[src/rtl/mpu_sample_scheduler.sv]
// Purpose : periodic MPU6050 accelerometer sampler driving a single-command I2C byte engine.
// Latency : tick -> first cmd_valid 2 cycles; last rsp_valid -> sample_valid 2 cycles.
// Backpr. : cmd_* held stable until cmd_ready; ticks arriving mid-read are dropped and counted.
//
// Optional build macro: MPU_GYRO_EN adds gyro_x/y/z and extends each sample with regs 0x43..0x48.
//
// Ports:
//   clk, rst_n (sync, active-low), enable (tick timer run), clr_err (leave ERROR, re-init)
//   cmd_valid/cmd_ready/cmd_rw/cmd_dev/cmd_reg/cmd_wdata : command channel to the byte engine
//   rsp_valid/rsp_nack/rsp_data                          : transaction completion from the engine
//   accel_x/y/z (+gyro_x/y/z), sample_valid              : last complete sample, update strobe
//   init_done, error, overrun_cnt                        : status
module mpu_sample_scheduler #(
  parameter int unsigned SAMPLE_DIV = 100000,
  parameter int unsigned PWRUP_DLY  = 10000,
  parameter int unsigned MAX_RETRY  = 3,
  parameter logic [6:0]  DEV_ADDR   = 7'h68
) (
  input  logic        clk,
  input  logic        rst_n,
  input  logic        enable,
  input  logic        clr_err,
  output logic        cmd_valid,
  input  logic        cmd_ready,
  output logic        cmd_rw,
  output logic [6:0]  cmd_dev,
  output logic [7:0]  cmd_reg,
  output logic [7:0]  cmd_wdata,
  input  logic        rsp_valid,
  input  logic        rsp_nack,
  input  logic [7:0]  rsp_data,
  output logic [15:0] accel_x,
  output logic [15:0] accel_y,
  output logic [15:0] accel_z,
`ifdef MPU_GYRO_EN
  output logic [15:0] gyro_x,
  output logic [15:0] gyro_y,
  output logic [15:0] gyro_z,
`endif
  output logic        sample_valid,
  output logic        init_done,
  output logic        error,
  output logic [7:0]  overrun_cnt
);

`ifdef MPU_GYRO_EN
  localparam int NBYTES = 12;
`else
  localparam int NBYTES = 6;
`endif
  localparam logic [3:0] LAST_IDX = 4'(NBYTES - 1);

  localparam int DIV_W = $clog2(SAMPLE_DIV);
  localparam logic [DIV_W-1:0] DIV_LAST = DIV_W'(SAMPLE_DIV - 1);

  localparam int PWR_W = (PWRUP_DLY > 1) ? $clog2(PWRUP_DLY) : 1;
  localparam logic [PWR_W-1:0] PWR_LAST = PWR_W'(PWRUP_DLY - 1);

  localparam int RTY_W = (MAX_RETRY > 0) ? $clog2(MAX_RETRY + 1) : 1;
  localparam logic [RTY_W-1:0] RTY_MAX = RTY_W'(MAX_RETRY);

  typedef enum logic [2:0] {
    S_PWRUP,
    S_INIT_CMD,
    S_INIT_RSP,
    S_IDLE,
    S_RD_CMD,
    S_RD_RSP,
    S_DONE,
    S_ERROR
  } state_t;

  state_t           state;
  logic [DIV_W-1:0] tick_cnt;
  logic [PWR_W-1:0] pwr_cnt;
  logic [RTY_W-1:0] retry_cnt;
  logic [3:0]       idx;
  logic [7:0]       stage [NBYTES];
  logic             timer_run;
  logic             tick;

  // Byte index -> register address. With gyro enabled the temperature
  // registers 0x41/0x42 are skipped, so idx 6 maps to 0x43.
  function automatic logic [7:0] rd_reg(input logic [3:0] i);
`ifdef MPU_GYRO_EN
    rd_reg = (i < 4'd6) ? (8'h3B + {4'h0, i}) : (8'h3D + {4'h0, i});
`else
    rd_reg = 8'h3B + {4'h0, i};
`endif
  endfunction

  // Timer only runs once the device is awake and not in error; because it is
  // frozen in ERROR a tick can never coincide with an accepted clr_err.
  assign timer_run = enable && ((state == S_IDLE) || (state == S_RD_CMD) ||
                                (state == S_RD_RSP) || (state == S_DONE));
  assign tick      = timer_run && (tick_cnt == DIV_LAST);

  assign cmd_dev   = DEV_ADDR;

  always_ff @(posedge clk) begin
    if (!rst_n) begin
      state        <= S_PWRUP;
      tick_cnt     <= '0;
      pwr_cnt      <= '0;
      retry_cnt    <= '0;
      idx          <= '0;
      cmd_valid    <= 1'b0;
      cmd_rw       <= 1'b0;
      cmd_reg      <= 8'h00;
      cmd_wdata    <= 8'h00;
      accel_x      <= '0;
      accel_y      <= '0;
      accel_z      <= '0;
`ifdef MPU_GYRO_EN
      gyro_x       <= '0;
      gyro_y       <= '0;
      gyro_z       <= '0;
`endif
      sample_valid <= 1'b0;
      init_done    <= 1'b0;
      error        <= 1'b0;
      overrun_cnt  <= '0;
      for (int i = 0; i < NBYTES; i++) stage[i] <= 8'h00;
    end else begin
      sample_valid <= 1'b0;

      if (!timer_run)  tick_cnt <= '0;
      else if (tick)   tick_cnt <= '0;
      else             tick_cnt <= tick_cnt + 1'b1;

      // Only IDLE can start a read; any other tick is lost.
      if (tick && (state != S_IDLE) && (overrun_cnt != 8'hFF))
        overrun_cnt <= overrun_cnt + 8'd1;

      case (state)
        S_PWRUP: begin
          if (pwr_cnt == PWR_LAST) begin
            pwr_cnt <= '0;
            state   <= S_INIT_CMD;
          end else begin
            pwr_cnt <= pwr_cnt + 1'b1;
          end
        end

        S_INIT_CMD: begin
          if (!cmd_valid) begin
            cmd_valid <= 1'b1;
            cmd_rw    <= 1'b0;
            cmd_reg   <= 8'h6B;      // PWR_MGMT_1: clear SLEEP
            cmd_wdata <= 8'h00;
          end else if (cmd_ready) begin
            cmd_valid <= 1'b0;
            state     <= S_INIT_RSP;
          end
        end

        S_INIT_RSP: begin
          if (rsp_valid) begin
            if (!rsp_nack) begin
              init_done <= 1'b1;
              retry_cnt <= '0;
              state     <= S_IDLE;
            end else if (retry_cnt < RTY_MAX) begin
              retry_cnt <= retry_cnt + 1'b1;
              state     <= S_INIT_CMD;
            end else begin
              error <= 1'b1;
              state <= S_ERROR;
            end
          end
        end

        S_IDLE: begin
          if (tick) begin
            idx   <= '0;
            state <= S_RD_CMD;
          end
        end

        S_RD_CMD: begin
          if (!cmd_valid) begin
            cmd_valid <= 1'b1;
            cmd_rw    <= 1'b1;
            cmd_reg   <= rd_reg(idx);
            cmd_wdata <= 8'h00;
          end else if (cmd_ready) begin
            cmd_valid <= 1'b0;
            state     <= S_RD_RSP;
          end
        end

        S_RD_RSP: begin
          if (rsp_valid) begin
            if (!rsp_nack) begin
              for (int i = 0; i < NBYTES; i++)
                if (idx == 4'(i)) stage[i] <= rsp_data;
              retry_cnt <= '0;
              if (idx == LAST_IDX) begin
                state <= S_DONE;
              end else begin
                idx   <= idx + 4'd1;
                state <= S_RD_CMD;
              end
            end else if (retry_cnt < RTY_MAX) begin
              retry_cnt <= retry_cnt + 1'b1;
              state     <= S_RD_CMD;
            end else begin
              error <= 1'b1;
              state <= S_ERROR;
            end
          end
        end

        S_DONE: begin
          // Published words change only here, so aborted reads never leak out.
          accel_x      <= {stage[0], stage[1]};
          accel_y      <= {stage[2], stage[3]};
          accel_z      <= {stage[4], stage[5]};
`ifdef MPU_GYRO_EN
          gyro_x       <= {stage[6],  stage[7]};
          gyro_y       <= {stage[8],  stage[9]};
          gyro_z       <= {stage[10], stage[11]};
`endif
          sample_valid <= 1'b1;
          idx          <= '0;
          state        <= S_IDLE;
        end

        S_ERROR: begin
          error     <= 1'b1;
          cmd_valid <= 1'b0;
          if (clr_err) begin
            error     <= 1'b0;
            init_done <= 1'b0;
            pwr_cnt   <= '0;
            retry_cnt <= '0;
            idx       <= '0;
            for (int i = 0; i < NBYTES; i++) stage[i] <= 8'h00;
            state     <= S_PWRUP;
          end
        end

        default: state <= S_PWRUP;
      endcase
    end
  end

endmodule

[config.mk]
export PLATFORM = sky130hd
export DESIGN_NAME = mpu_sample_scheduler
export DESIGN_NICKNAME = d
export VERILOG_FILES = /design/src/rtl/mpu_sample_scheduler.sv
export SDC_FILE = /design/constraint.sdc
export NUM_CORES = 1
export LEC_CHECK = 0
export BUFFER_PORTS_ARGS = -buffer_cell sky130_fd_sc_hd__buf_2
export CORE_MARGIN = 8
export CORE_UTILIZATION = 57
export DETAILED_ROUTE_END_ITERATION = 16
export PLACE_DENSITY_LB_ADDON = 0.12
export SLEW_MARGIN = 5
export SYNTH_ARGS = -nofsm -noshare
export SYNTH_HDL_FRONTEND = slang
export SYNTH_SLANG_ARGS = --single-unit
[constraint.sdc]
create_clock -name clk -period 2.3 [get_ports clk]
set_input_delay 0.23 -clock clk [delete_from_list [all_inputs] [get_ports clk]]
set_output_delay 0.23 -clock clk [all_outputs]
set_load 0.01 [all_outputs]
Yosys cells after proc, flatten, opt, wreduce, memory -nomap -nowiden
Memories as Yosys holds them, arrays and structs flattened. A register that Yosys moved wholly into a read port is not among the register bits.
Index checks and enable logic that the tools add are counted.

word-level totals
  register bits after elaboration = 61
  bits in writable memories = 48
  bits of input ports = 15
  memories = 1

memories
  name   depth  width  rd ports  clocked after Yosys merged registers in  write ports  line  source
  stage  6      8      6         6                                        6            78    logic [7:0] stage [NBYTES];

cells by class
  add/sub/neg operators = 6
  magnitude comparators = 1
  equality and inequality tests = 34
  mux-type cells = 101
  bitwise operators = 14
  reductions and logical operators = 31

operators by type and width
  cell                                                 count
  2-to-1 mux 8 bit                                     14
  2-to-1 mux 1 bit                                     53
  2-to-1 mux 3 bit                                     12
  inequality test 2 bit, second input constant         15
  2-to-1 mux 14 bit                                    2
  one-hot mux 14 bit (2 select lines)                  1
  one-hot mux 3 bit (8 select lines)                   1
  2-to-1 mux 4 bit                                     5
  adder 17 x 1 -> 17 bit, second input constant        1
  equality test 17 bit, second input constant          1
  one-hot mux 4 bit (4 select lines)                   1
  one-hot mux 8 bit (2 select lines)                   1
  adder 14 x 1 -> 14 bit, second input constant        1
  equality test 14 bit, second input constant          1
  equality test 3 bit, second input constant           4
  2-to-1 mux 2 bit                                     6
  bitwise OR 1 bit                                     12
  AND reduction 4 bit                                  3
  nonzero test 2 bit                                   5
  AND reduction 9 bit                                  1
  adder 8 x 1 -> 8 bit, second input constant          1
  equality test 4 x 2 -> 1 bit, second input constant  2
  equality test 4 x 3 -> 1 bit, second input constant  2
  inequality test 8 bit, second input constant         1
  23 further kinds                                     41

Longest topological paths before layout
Gate-level depths: netlist of the first run.

  word-level depth = 9
  mapped depth = 8

Worst setup path before layout of the first run
OpenSTA, ideal clock, no wires.

  path kind = register -> register
  from = register state[1]
  to = memory stage[4][0], enable pin
  setup time = 0.330 ns
  arrival = 1.613 ns
  path slack = 0.358 ns
  cell stages (with the launch flop) = 7
  buffers on the path = 3
  cell sequence = dfxtp_1 -> buf_2 -> buf_2 -> buf_2 -> nor3_1 -> nand4_1 -> nand2_1

RTL lines
  element                 line  source
  from (decl)             73    state_t state;
  from (signal assigned)  102   state <= S_PWRUP;
  from (signal assigned)  139   state <= S_INIT_CMD;
  from (signal assigned)  153   state <= S_INIT_RSP;
  to (decl)               78

==> results of run 1 <==
## where the power goes
group	switching, mW	internal [mW]
logic	0.523	0.300
registers	0.121	2.96
clock network	1.09	1.75
## metal layers
layer	vias up	GRT usage, %
met5	-	0
met4	0	7.75
met3	18	5.21
met2	153	32.6
met1	2448	24.9
li1	2584	-
## how the worst max path moves through the flow
| stage | slack [ps] | startpoint | cells after the start | to |
|---|---|---|---|---|
| 2_1_floorplan | 360 | state[1] | 6 | stage[4][0] |
| 3_3_place_gp | 380 | state[1] | 5 | stage[3][7] |
| 3_5_place_dp | 300 | state[1] | 5 | stage[2][0] |
| 4_1_cts | 260 | state[1] | 5 | stage[3][7] |
| 5_1_grt | 30 | state[1] | 5 | stage[2][5] |
| 6_report | 260 | state[1] | 5 | stage[3][7] |
## kinds of logic after synthesis
| logic type | share of synthesized area [%] |
|---|---|
| AO/OA/AOI/OAI | 9.98 |
| XOR/XNOR | 3.44 |
| adder cells (fa/ha/maj) | 1.70 |
| buffers and inverters | 4.59 |
| flip-flops | 54.4 |
| multiplexers | 1.38 |
| other | 0.113 |
| AND/OR/NAND/NOR | 24.3 |
## stage by stage
stage | cell area [µm²] | utilization (%) | hold WS [ps]
after floorplan | 6670 | - | 418
after global placement | 7130 | 62.7 | 431
after detailed placement | 7130 | 62.7 | 439
after CTS | 7740 | 68.1 | 88.2
after global routing | 7740 | 68.1 | 97.0
final | 7740 | 68.1 | 105
## cell type report
class	instances	area [µm²]	area share, %
repair buffers	99	551	7.11
flip-flops and latches	156	3600	46.6
clock buffers	22	497	6.42
clock inverters	10	110	1.42
inverters	9	33.8	0.436
multi-input cells	513	2770	35.7
well taps	143	179	2.31
## placed cells by master, fill, tap and decap left out, types with 3 or more instances in the layout
| cell | Yosys | routed |
|---|---|---|
| a211oi_1 | 4 | 4 |
| a21oi_1 | 65 | 65 |
| a31oi_1 | 8 | 8 |
| and2_1 | 11 | 11 |
| and3_1 | 10 | 10 |
| and4_1 | 4 | 4 |
| buf_2 | 9 | 82 |
| buf_4 | 18 | 16 |
| clkbuf_16 | 0 | 19 |
| clkinv_2 | 0 | 5 |
| conb_1 | 2 | 16 |
| dfxtp_1 | 108 | 108 |
| edfxtp_1 | 48 | 48 |
| ha_1 | 9 | 9 |
| inv_1 | 9 | 8 |
| mux2i_1 | 8 | 8 |
| nand2_1 | 144 | 144 |
| nand2_2 | 3 | 3 |
| nand2b_1 | 8 | 8 |
| nand3_1 | 20 | 20 |
| nand4_1 | 13 | 13 |
| nor2_1 | 91 | 90 |
| nor2b_1 | 5 | 5 |
| nor3_1 | 9 | 9 |
| o211a_1 | 3 | 3 |
| o211ai_1 | 5 | 5 |
| o21a_1 | 3 | 3 |
| o21ai_0 | 8 | 8 |
| or3_1 | 6 | 6 |
| xnor2_1 | 12 | 12 |
| xor2_1 | 14 | 14 |
==> reports/metrics.yaml, run 1 <==
run_status:
  outcome: "finished, final reports clean"
power_and_ir_drop:
  irDropWorstVdd_uv: 573
  total_power_mw: 6.74
  p_per_area_nw_per_um2: 871
  leakagePower_nw: 3.13
critical_path:
  worstPathRequired_ps: 2380
  crit_path_frequent_cell: "nand2_1"
  regToRegSetupSlack_ps: 260
  r2r-end: "stage[3][7]"
  reg2reg_depth: 5
  cp_slowest_cell: "dfxtp_1"
  path_buf_inv: 0
  critical_path_class: "reg -> reg"
  max_stage_delay_ps: 450
  worstReg2RegStart: "state[1]"
  worstPathMaxFanout: 17
  path_cells: "and3b_1, nand2_1, nor4_2, nand2_2, nand2_1"
  arrival_ps: 2120
  crit_family: "simple AND/OR/NAND/NOR gates"
  start_kind: "register"
  endpoint_kind: "register"
synthesis:
  syn_inst: 711
  yosysSeqAreaShare_pct: 54.4
  ys.flop_type: "dfxtp_1"
  yosysUniqueCellTypes: 58
  synth_top_cell_area_share_pct: 32.7
  synth_seq_cells: 156
  synth_area_leader_cell: "dfxtp_1"
  synth_top_cells_by_count: "nand2_1, dfxtp_1, nor2_1, a21oi_1, edfxtp_1"
  synth_area_per_cell_um2: 9.31
  synth-edff-count: 48
  netlist_area_um2: 6620
  yosysWarnings: 0
  synth.most_common_cell: "nand2_1"
  async_reset_ff_share_pct: 0
  ys_top_cells_by_area: "dfxtp_1, edfxtp_1, nand2_1"
routing:
  top_layer: "met4"
  drt_iter0_drc: 342
  drc: 0
  final_antenna_net_count: 0
  dr_total_vias: 5203
  viasPerCell: 5.47
  wl_met1_mm: 6.46
  routed_wl_mm: 14.9
  dr_wl_met3_um: 937
  wl_per_cell_um: 15.6
  wl_met2_mm: 7.25
  first_pass_iters: 5
sta:
  relSlewSlack_pct: 56.3
  rsz0062_at_grt: "no"
  setup_tns_ps: 0
  fin_worst_skew_ps: 6.56
  setup-violations-final: 0
  final_max_slew_viol_count: 0
  max_freq_ghz: 0.490
  worst_slew_pin_slew_ps: 650
  period_needed_ps: 2040
  worst_slack_ps: 258
  finalHoldViolCount: 0
  fin_crit_sh_pct: 88.8
cells_and_area:
  fin_nets: 820
  fillCellCount: 919
  drive_gt1_share_pct: 18.2
  area_delta_synth_final_pct: 16.9
  reg.largest.list: "stage: 48 flops, tick_cnt: 17 flops"
  instances_no_fill: 952
  num_antenna_cells: 0
  regMostFlops: "stage"
  largest_reg_flops: 48
floorplanning:
  start_util_pct: 58.2
  core_area_um2: 11400
  die_w_um: 124
  die_y_um: 124
  rows: 39
  io_pins: 99
  die-area_um2: 15300
clock_tree:
  clk_latency_ps: 420
  ctsResizeCount: 0
  cts.htree.levels: 4
  cts_tree: "built"
  cts-buffers-inserted: 17
  clock_sinks: 156
  cts_root_buffer: "clkbuf_16"
  ctsHoldBuffers: 0
  clk_pin_slew_worst_paths_ps: 60
  clockBufferDepth: 2
  cts_setup_buffers: 0
place:
  numPortBuffers: 82
  dpl.cell_count: 920
  pre_cts_slack_ps: 299
  gp_congestion: 0.904
  hpwl_mm: 10.5
hold_path:
  whs_path_depth: 2
  hold_start: "rsp_data[2]"
  min-delay-path-class: "in -> reg"
  whs_endpoint: "stage[5][2]"
grt:
  grt_start_max_net_pins: 50
  antenna_found_initial: 0
  grt_use_total_pct: 20.0
  grt_pass1_vias: 5024
  grt.overflow.total: 0
  grt_pass1_wl_mm: 24.2
run:
  cap_violations: 0
Power figures use the tool's default switching activity.
==> run 2: changes to the inputs <==
--- a/config.mk
+++ b/config.mk
@@ -10,6 +10,7 @@
 export CORE_UTILIZATION = 57
 export DETAILED_ROUTE_END_ITERATION = 16
 export PLACE_DENSITY_LB_ADDON = 0.12
+export SETUP_SLACK_MARGIN = 0.4
 export SLEW_MARGIN = 5
 export SYNTH_ARGS = -nofsm -noshare
 export SYNTH_HDL_FRONTEND = slang
==> run 2 against run 1 <==
Sequential power about the same. Maximum frequency up 8.2%. Critical path depth down 2. Cell area up 1.1%. Utilization up 0.77 points. Non-clock buffer count unchanged. Setup slack better by 160 ps. Largest cell class unchanged.
==> reports/metrics.yaml, run 2 (synthesis results as in run 1) <==
run_status:
  outcome: "finished, final reports clean"  # unchanged
clock_tree:
  clk_latency_ps: 420  # about the same
  cts_tree: "built"  # unchanged
  cts_root_buffer: "clkbuf_16"  # unchanged
  cts.htree.levels: 4  # unchanged
  clockBufferDepth: 2  # unchanged
  clock_sinks: 156  # unchanged
  cts-buffers-inserted: 17  # unchanged
  clk_pin_slew_worst_paths_ps: 60  # about the same
  ctsHoldBuffers: 0  # unchanged
critical_path:
  start_kind: "register"  # unchanged
  max_stage_delay_ps: 580  # was 450 ps
  arrival_ps: 1940  # was 2120 ps
  worstPathMaxFanout: 9  # was 17
  endpoint_kind: "register"  # unchanged
  critical_path_class: "reg -> reg"  # unchanged
  cp_slowest_cell: "o21ai_1"  # was dfxtp_1
  path_cells: "nor2b_1, nand3_1, o21ai_1"  # was and3b_1, nand2_1, nor4_2, nand2_2, nand2_1
  worstPathRequired_ps: 2350  # was 2380 ps
  reg2reg_depth: 3  # was 5
sta:
  max_freq_ghz: 0.530  # was 0.490 GHz
  rsz0062_at_grt: "yes"  # was no
  fin_worst_skew_ps: 5.22  # was 6.56 ps
  period_needed_ps: 1890  # was 2040 ps
  setup_tns_ps: 0  # unchanged
  worst_slew_pin_slew_ps: 670  # was 650 ps
  fin_crit_sh_pct: 82.0  # was 88.8%
  relSlewSlack_pct: 55.0  # was 56.3%
  hold_ws_ps: 110  # was 105 ps
  finalHoldViolCount: 0  # unchanged
  worst_slack_ps: 413  # was 258 ps
  setup-violations-final: 0  # unchanged
  final_max_slew_viol_count: 0  # unchanged
cells_and_area:
  drive_gt1_share_pct: 19.5  # was 18.2%
  area_delta_synth_final_pct: 18.3  # was 16.9%
  final_common_cell: "nand2_1"  # unchanged
  regMostFlops: "stage"  # unchanged
  reg.largest.list: "stage: 48 flops, tick_cnt: 17 flops"  # unchanged
  fin_nets: 820  # unchanged
  largest_reg_flops: 48  # unchanged
  final_area_um2: 7830  # was 7740 µm²
  final_cell_mix: "nand2_1, dfxtp_1, nor2_1, buf_2, a21oi_1"  # unchanged
  final_core_util_pct: 68.8  # was 68.1%
  num_antenna_cells: 0  # unchanged
  fillCellCount: 902  # was 919
  instances_no_fill: 952  # unchanged
routing:
  final_antenna_net_count: 0  # unchanged
  wl_per_cell_um: 15.8  # was 15.6 µm
  viasPerCell: 5.44  # was 5.47
  routed_wl_mm: 15.0  # was 14.9 mm
  drt_iter0_drc: 426  # was 342
  dr_total_vias: 5178  # was 5203
  first_pass_iters: 5  # unchanged
  drc: 0  # unchanged
floorplanning:
  core_area_um2: 11400  # unchanged
  rows: 39  # unchanged
  die_y_um: 124  # unchanged
  die-area_um2: 15300  # unchanged
  io_pins: 99  # unchanged
  start_util_pct: 58.2  # unchanged
  die_w_um: 124  # unchanged
grt:
  grt_pass1_vias: 5071  # was 5024
  grt.overflow.total: 0  # unchanged
  grt_start_max_net_pins: 50  # unchanged
  grt_pass1_wl_mm: 24.5  # was 24.2 mm
  grt_use_total_pct: 20.3  # was 20.0%
  antenna_found_initial: 0  # unchanged
power_and_ir_drop:
  irDropWorstVdd_uv: 595  # was 573 µV
  p_per_area_nw_per_um2: 876  # was 871 nW/µm²
  leakagePower_nw: 3.14  # was 3.13 nW
  total_power_mw: 6.86  # was 6.74 mW
place:
  numPortBuffers: 82  # unchanged
  placed_area_um2: 7110  # was 7130 µm²
  dpl.cell_count: 918  # was 920
  gp_congestion: 0.875  # was 0.904
  pre_cts_slack_ps: 274  # was 299 ps
  hpwl_mm: 10.5  # about the same
hold_path:
  min-delay-path-class: "in -> reg"  # unchanged
  whs_path_depth: 2  # unchanged
run:
  cap_violations: 0  # unchanged
run 2: repair_timing:
| item | 4_1_cts | 5_1_grt |
|---|---|---|
| setup endpoints to repair | 47 | 76 |
| resized for setup | 7 | 13 |
| endpoints found under the hold margin | 0 | 0 |
| buffers inserted | 2 | 0 |
| pin swaps | 1 | 1 |
run 2: report_power, final:
group          total, mW  switching, mW  internal (mW)
registers           3.10          0.130           2.97
logic              0.867          0.549          0.317
clock network       2.90           1.07           1.82
total               6.86           1.75           5.11
run 2: layout make-up:
cell class	count	area (µm²)	area share [%]
Sequential cell	156	3610	46.1
Multi-Input combinational cell	513	2840	36.2
Timing Repair Buffer	99	549	7.02
Clock buffer	23	488	6.23
Tap cell	143	179	2.29
Clock inverter	9	135	1.73
Inverter	9	33.8	0.432
run 2: routing by layer:
| layer | track usage (%) | vias to the layer above | share of wire [%] |
|---|---|---|---|
| met2 | 34.2 | 140 | 50 |
| met3 | 4.99 | 19 | 5.9 |
| met4 | 8.65 | 0 | 1.3 |
| met5 | 0 | - | 0 |
| met1 | 24.2 | 2446 | 42 |
| li1 | - | 2573 | - |
run 2: worst paths after layout:
check,start,to,slack [ps]
worst max-delay path,idx[2],stage[5][0],410
worst min-delay path,rsp_data[3],stage[5][3],110
worst max register to register,idx[2],stage[5][0],410
worst min register to register,accel_z[5],accel_z[5],450
run 2: worst max-delay path: cells and delay by family, from the launching register on:
family,cells,cell delay [ps]
AOI/OAI and AO/OA,1,580
DFF,1,540
and+or+nand+nor,2,400
==> run 3: changes to the inputs <==
==> constraint.sdc (replaced) <==
create_clock -name clk -period 1.86 [get_ports clk]
set_input_delay 0.186 -clock clk [delete_from_list [all_inputs] [get_ports clk]]
set_output_delay 0.186 -clock clk [all_outputs]
set_load 0.01 [all_outputs]
==> run 3 against run 2 <==
Critical endpoint is now pwr_cnt[7]. First-iteration DRC count up 26%. Sequential power grew 24%. Via count is 13% higher.
==> reports/metrics.yaml, run 3 (synthesis results as in run 1) <==
routing:
  final_antenna_net_count: 0  # unchanged
  dr_total_vias: 5850  # was 5178
  drt_iter0_drc: 535  # was 426
  first_pass_iters: 5  # unchanged
  viasPerCell: 5.75  # was 5.44
  routed_wl_mm: 19.3  # was 15.0 mm
  wl_per_cell_um: 19.0  # was 15.8 µm
  drc: 0  # unchanged
run:
  cap_violations: 0  # unchanged
clock_tree:
  cts_root_buffer: "clkbuf_16"  # unchanged
  cts_tree: "built"  # unchanged
  cts-buffers-inserted: 17  # unchanged
  clk_latency_ps: 430  # was 420 ps
  cts.htree.levels: 4  # unchanged
  clock_sinks: 156  # unchanged
  clockBufferDepth: 2  # unchanged
  clk_pin_slew_worst_paths_ps: 60  # about the same
  ctsHoldBuffers: 0  # unchanged
floorplanning:
  die_w_um: 124  # unchanged
  rows: 39  # unchanged
  die_y_um: 124  # unchanged
  core_area_um2: 11400  # unchanged
  io_pins: 99  # unchanged
  start_util_pct: 58.2  # unchanged
  die-area_um2: 15300  # unchanged
grt:
  grt_pass1_wl_mm: 26.8  # was 24.5 mm
  grt_pass1_vias: 5552  # was 5071
  antenna_found_initial: 1  # was 0
  grt_use_total_pct: 22.3  # was 20.3%
  grt_start_max_net_pins: 50  # unchanged
  grt.overflow.total: 0  # unchanged
cells_and_area:
  area_delta_synth_final_pct: 39.8  # was 18.3%
  fillCellCount: 653  # was 902
  drive_gt1_share_pct: 39.4  # was 19.5%
  final_core_util_pct: 81.4  # was 68.8%
  final_cell_mix: "nand2_1, dfxtp_1, buf_2, a21oi_1, nor2_1"  # was nand2_1, dfxtp_1, nor2_1, buf_2, a21oi_1
  multi_input_area_um2: 3560  # was 2840 µm²
  layout.area.seq_um2: 3640  # was 3610 µm²
  instances_no_fill: 1017  # was 952
  final_common_cell: "nand2_1"  # unchanged
  largest_reg_flops: 48  # unchanged
  regMostFlops: "stage"  # unchanged
  fin_nets: 884  # was 820
  reg.largest.list: "stage: 48 flops, tick_cnt: 17 flops"  # unchanged
  final_area_um2: 9250  # was 7830 µm²
power_and_ir_drop:
  p_per_area_nw_per_um2: 1000  # was 876 nW/µm²
  irDropWorstVdd_uv: 949  # was 595 µV
  switching_share_pct: 28.5  # was 25.5%
  power.switching_mw: 2.63  # was 1.75 mW
  p_seq_share_pct: 41.5  # was 45.1%
  total_power_mw: 9.25  # was 6.86 mW
  clock_power_share_pct: 37.0  # was 42.2%
  power.internal_mw: 6.61  # was 5.11 mW
  leakagePower_nw: 3.66  # was 3.14 nW
  combPwrFrac_pct: 21.5  # was 12.6%
critical_path:
  worstPathMaxFanout: 5  # was 9
  start_kind: "register"  # unchanged
  arrival_ps: 2070  # was 1940 ps
  critical_path_class: "reg -> reg"  # unchanged
  endpoint_kind: "register"  # unchanged
  regToRegSetupSlack_ps: 120  # was 410 ps
  worstPathRequired_ps: 2180  # was 2350 ps
sta:
  worst_slack_ps: 115  # was 413 ps
  rsz0062_at_grt: "yes"  # unchanged
  max_freq_ghz: 0.573  # was 0.530 GHz
  setup-violations-final: 0  # unchanged
  setup_tns_ps: 0  # unchanged
  finalHoldViolCount: 0  # unchanged
  hold_ws_ps: 95.7  # was 110 ps
  final_max_slew_viol_count: 0  # unchanged
  fin_worst_skew_ps: 11.4  # was 5.22 ps
  period_needed_ps: 1740  # was 1890 ps
  fin_crit_sh_pct: 93.8  # was 82.0%
place:
  hpwl_mm: 11.1  # was 10.5 mm
  placed_area_um2: 7410  # was 7110 µm²
  numPortBuffers: 82  # unchanged
  gp_congestion: 0.901  # was 0.875
  dpl.cell_count: 934  # was 918
  pre_cts_slack_ps: 64.9  # was 274 ps
run_status:
  outcome: "finished, final reports clean"  # unchanged
hold_path:
  min-delay-path-class: "in -> reg"  # unchanged
==> run 3: final cells by class <==
type | instances | share of cell area, %
Sequential cell | 156 | 39.3
Multi-Input combinational cell | 513 | 38.5
Timing Repair Buffer | 163 | 13.6
Clock buffer | 21 | 4.98
Tap cell | 143 | 1.93
Clock inverter | 11 | 1.28
Inverter | 9 | 0.365
Antenna cell | 1 | 0.0270
==> run 3: worst paths after layout <==
kind,from,to,cells after the start
min,cmd_ready,cmd_valid,4
max,state[2],pwr_cnt[7],6
max reg2reg,state[2],pwr_cnt[7],6
min reg2reg,tick_cnt[0],tick_cnt[0],1
==> run 3: timing repair <==
item                                    4_1_cts  5_1_grt
cloned                                        3        5
pin swaps                                    46       38
resized for setup                           107      101
setup buffers                                33        9
endpoints found under the setup margin      200      198
==> run 3: worst max-delay path: stages, from the launching register on <==
cell and delay [ps]:
dfxtp_4 360, buf_6 130, or3_4 400, a211oi_4 310
and3_1 240, xnor2_1 140, nor2_1 60
==> run 3: power by group through the flow <==
stage          combinational (mW)  clock, mW  sequential (mW)
2_1_floorplan               0.869          0             3.85
3_5_place_dp                 1.13          0             3.88
5_1_grt                      2.10       3.60             3.85
4_1_cts                      1.55       3.40             3.80
3_3_place_gp                 1.11          0             3.87
6_report                     1.99       3.42             3.84
==> run 3: per-layer routing <==
metal	share of wire, %	track usage [%]
met3	6.9	5.08
met4	2.6	9.33
met1	38	25.4
met5	0	0
met2	53	39.6
